<file path="src/rtl/if_id_latch_pkg.sv">
`default_nettype none
// ============================================================================
//  Module      : if_id_latch_pkg
//  Description : Shared IF/ID definitions: datapath width, bubble encoding,
//                the IF/ID payload record and the latch state encoding.
//  Revision    : 1.0 - initial release
// ============================================================================
package if_id_latch_pkg;

  localparam int XLEN = 32;

  // addi x0, x0, 0
  localparam logic [XLEN-1:0] NOP_INST  = 32'h0000_0013;
  localparam logic [XLEN-1:0] BUBBLE_PC = 32'h0000_0000;

  // One IF/ID slot. The output register and the skid register share this
  // record, and the ID stage consumes the same record.
  typedef struct packed {
    logic [XLEN-1:0] inst;
    logic [XLEN-1:0] pc;
    logic            valid;
  } if_id_t;

  // PASS: skid empty, input flows straight to the output register.
  // SKID: skid holds the word caught while decode was stalled.
  typedef enum logic [0:0] {
    PASS = 1'b0,
    SKID = 1'b1
  } latch_state_e;

endpackage
`default_nettype wire

</file>
<file path="src/rtl/if_id_latch.sv">
`default_nettype none
// ============================================================================
//  Module      : if_id_latch
//  Description : IF/ID pipeline register with a one-entry skid buffer. The
//                skid catches the word already in flight from instruction
//                memory when decode stalls; flush replaces everything with a
//                NOP bubble.
//  Revision    : 1.0 - initial release
// ============================================================================
module if_id_latch #(
  parameter int                       XLEN      = if_id_latch_pkg::XLEN,
  parameter logic [XLEN-1:0]          NOP_INST  = if_id_latch_pkg::NOP_INST,
  parameter logic [XLEN-1:0]          BUBBLE_PC = if_id_latch_pkg::BUBBLE_PC
) (
  input  logic            clk,
  input  logic            rst,
  input  logic [XLEN-1:0] in_inst,
  input  logic [XLEN-1:0] in_pc,
  input  logic            in_valid,
  input  logic            stall,
  input  logic            flush,
  output logic [XLEN-1:0] out_inst,
  output logic [XLEN-1:0] out_pc,
  output logic            out_valid,
  output logic            fetch_hold
);

  import if_id_latch_pkg::*;

  localparam if_id_t BUBBLE = '{inst: NOP_INST, pc: BUBBLE_PC, valid: 1'b0};

  if_id_t       out_q;
  if_id_t       out_d;
  if_id_t       skid_q;
  if_id_t       skid_d;
  latch_state_e state;

  // The state is fully described by skid occupancy; no separate flop.
  assign state = skid_q.valid ? SKID : PASS;

  // Fetch must freeze whenever decode stalls or the skid still owes decode a word.
  assign fetch_hold = stall | skid_q.valid;

  assign out_inst  = out_q.inst;
  assign out_pc    = out_q.pc;
  assign out_valid = out_q.valid;

  // Next-state selection: flush beats stall beats normal flow.
  always_comb begin
    out_d  = out_q;
    skid_d = skid_q;
    if (flush) begin
      // Everything younger than the resolved branch is discarded, input included.
      out_d  = BUBBLE;
      skid_d = BUBBLE;
    end else if (state == SKID) begin
      // Input is ignored here: fetch was held and re-presents its word next cycle.
      if (!stall) begin
        out_d  = skid_q;
        skid_d = BUBBLE;
      end
    end else begin
      if (!stall) begin
        out_d = '{inst: in_inst, pc: in_pc, valid: in_valid};
      end else if (in_valid) begin
        // Catch the in-flight word; the output register keeps its instruction.
        skid_d = '{inst: in_inst, pc: in_pc, valid: 1'b1};
      end
    end
  end

  // Output and skid registers with synchronous reset to the bubble.
  always_ff @(posedge clk) begin
    if (rst) begin
      out_q  <= BUBBLE;
      skid_q <= BUBBLE;
    end else begin
      out_q  <= out_d;
      skid_q <= skid_d;
    end
  end

endmodule
`default_nettype wire

</file>
<file path="config.mk">
export PLATFORM = sky130hd
export DESIGN_NAME = if_id_latch
export DESIGN_NICKNAME = d
export VERILOG_FILES = /design/src/rtl/if_id_latch_pkg.sv /design/src/rtl/if_id_latch.sv
export SDC_FILE = /design/constraint.sdc
export NUM_CORES = 1
export LEC_CHECK = 0
export CAP_MARGIN = 20
export CORE_MARGIN = 2
export CORE_UTILIZATION = 45
export CTS_CLUSTER_DIAMETER = 40
export DETAILED_ROUTE_END_ITERATION = 10
export PLACE_DENSITY = 0.71
export SLEW_MARGIN = 20
export SYNTH_ARGS = -nofsm -noshare
export SYNTH_HDL_FRONTEND = slang
export SYNTH_SLANG_ARGS = --single-unit
</file>
<file path="constraint.sdc">
create_clock -name clk -period 2.5 [get_ports clk]
set_input_delay 0.375 -clock clk [delete_from_list [all_inputs] [get_ports clk]]
set_output_delay 0.375 -clock clk [all_outputs]
set_load 0.02 [all_outputs]
</file>
==> metrics.cfg <==
[flow_run]
cap_violations=0

[synthesis]
synthFlopType=dfxtp_1
syn-cell-area_mm2=0.00660
synth_common_cells=130 x dfxtp_1, 67 x mux2i_1, 62 x nor2b_1
synth-warning-count=0
synth-edff-count=0
synth_largest_area_cell=dfxtp_1
synth_fp_nets=670
ys_seq_elements=130
synth_most_common_cell=dfxtp_1
ys_types=25
synth_seq_area_share=0.394
synth_area_leaders=dfxtp_1 39%, mux2_4 11%, mux2i_1 10%, nor4b_1 7.3%, a211oi_1 6.9%
post-synth-top-area-fraction=0.394
async_reset_ff_frac=0
syn_inst=600
syn_area_per_cell_um2=11.0

[routing]
viasPerCell=5.68
postRouteAntennaNets=0
vias=5040
finalWirelength_mm=15.4
wl_per_cell_um=17.4
dr.pass1.iters=5
drt-initial-drc-count=355
drc=0

[setup_path]
worst-endpoint-required_ns=2.12
crit_buf_inv=3
crit_path_cell_trace=inv_1, ha_1, inv_1, clkdlybuf4s50_1
crit_fanout=4
crit_path_start_kind=flop
worstPathArrival_ns=1.69
crit_top_cell=inv_1
cp_top_family=buffers and inverters
end_kind=output port
cpPeakStageDelay_ns=0.59
crit_path_top_delay_cell=clkdlybuf4s50_1
critPathKind=reg -> out

[timing]
max_slew_margin=0.387
setup_viol=0
finClkSkew_ns=0.00786
rsz0062_at_grt=no
maxSlewViolCount=0
min_period_over_period=0.826
max_freq_ghz=0.484
period_minus_slack_ns=2.06
worst_pin_slew_ns=0.920
finalHoldViolCount=0
final.setup.tns_ns=0

[grt]
antenna_found_initial=0
grt_max_degree=109
grt_pass1_wl_mm=25.4
grt_pass1_vias=5117
grt_usage=0.197
overflow=0

[clock_tree]
clockBufferDepth=2
cts-root-buf=clkbuf_16
cts_tree=built
clock-sinks=130
clk_latency_ns=0.41
cts_hold_buf=0
cts_resized=0
htreeDepth=4
clkTransAtPathRegs_ns=0.06
cts_buffers=17
post_cts_buffers=0

[finish]
num-fill-cells=1202
drive_above_1_share=0.146
final_cell_count_no_fill=888
syn2layout_area_growth_pct=28.4
antenna_cells=0
seq_area_mm2=0.00261
multi_input_area_mm2=0.00358
nets=763

[pwr]
p_clk_frac=0.455
p_sw_w=0.00127
internal_power_w=0.00411
pwr-share-seq=0.406
power.density_mw_per_mm2=635
swShare=0.236
max-vdd-ir-drop_mv=0.456
leakagePower_nw=2.90
combPwrFrac=0.139

[status]
status=finished clean

[placement]
place_hpwl_mm=9.36
placed_cells=858
routabilityCongestion=0.755
portBuffers=134

[floorplan]
top_level_ports=135
die_h_um=125
core_mm2=0.0144
placementRows=44
die_w_um=125
die_area_mm2=0.0157
start_util=0.458

[worst_hold_path]
worstHoldPathType=reg -> reg

[sequential cells by signal, indices dropped and copies added (netlist names)]
| signal | flops |
|---|---|
| out_inst | 32 |
| out_pc | 32 |
| out_valid | 1 |
| skid_q | 65 |
[kinds of logic (layout without fill, tap and decap cells)]
kind of cell,count (synthesis),after routing,synth area share
flip-flops,130,130,0.394
multiplexers,128,128,0.232
AO/OA/AOI/OAI,67,67,0.0743
buffers and inverters,75,179,0.0654
adder cells (fa/ha/maj),1,1,0.00189
AND/OR/NAND/NOR,199,199,0.232
[layout by cell type (no fill, tap or decap), drive strengths merged]
cell type,netlist,routed
a211oi,61,61
nor3b,61,61
clkbuf,33,26
inv,3,3
a21oi,4,4
o21a,1,1
nand3b,1,1
clkdlybuf4s50,0,131
mux2i,67,67
or2,1,1
mux2,61,61
nor4,3,3
nor3,6,6
ha,1,1
clkinv,0,1
bufinv,0,2
buf,39,15
nor4b,64,64
dfxtp,130,130
o21ai,1,1
nor2b,62,62
nand2b,1,1
clkinvlp,0,1
[final timing paths]
| path | cells after the start | slack (ns) | endpoint | startpoint |
|---|---|---|---|---|
| max | 4 | 0.44 | fetch_hold | skid_q[0] |
| min | 2 | 0.51 | out_inst[12] | out_inst[12] |
| max reg2reg | 4 | 0.57 | skid_q[57] | skid_q[0] |
| min reg2reg | 2 | 0.51 | out_inst[12] | out_inst[12] |
[metrics by stage]
step	hold slack, ns	power, W	util	area, um^2	setup slack [ns]
finish	0.509	0.00538	0.588	8480	0.435
global route	0.530	0.00560	0.588	8480	0.375
CTS	0.513	0.00544	0.588	8480	0.428
detailed placement	0.501	0.00298	0.547	7900	0.461
global placement	0.498	0.00296	0.547	7900	0.479
floorplan	0.489	0.00270	-	6600	0.478
[worst min-delay path, cell delays in order, from the launching register on]
cell	delay, ns
dfxtp_1	0.30
nor2b_1	0.10
a211oi_1	0.05
[metal layers]
| metal | up-vias | share of wire | GRT usage |
|---|---|---|---|
| met3 | 24 | 0.036 | 0.0432 |
| met5 | - | 0 | 0 |
| met2 | 127 | 0.49 | 0.317 |
| met4 | 0 | 0.024 | 0.0974 |
| li1 | 2405 | - | - |
| met1 | 2484 | 0.45 | 0.251 |
[cell type report]
| type | instances | area share |
|---|---|---|
| clock inverter | 4 | 0.00856 |
| multi-input combinational | 395 | 0.422 |
| tap | 184 | 0.0272 |
| sequential | 130 | 0.307 |
| inverter | 3 | 0.00133 |
| clock buffer | 26 | 0.0601 |
| timing repair buffer | 146 | 0.174 |
[power by group through the flow]
stage                     clock, W  sequential (W)  combinational (W)
after floorplan                  0         0.00228           0.000421
after CTS                  0.00250         0.00219           0.000752
after global routing       0.00260         0.00219           0.000803
after detailed placement         0         0.00223           0.000746
after global placement           0         0.00223           0.000734
final                      0.00245         0.00219           0.000748
Note: power is estimated with default switching activity, not from simulation.
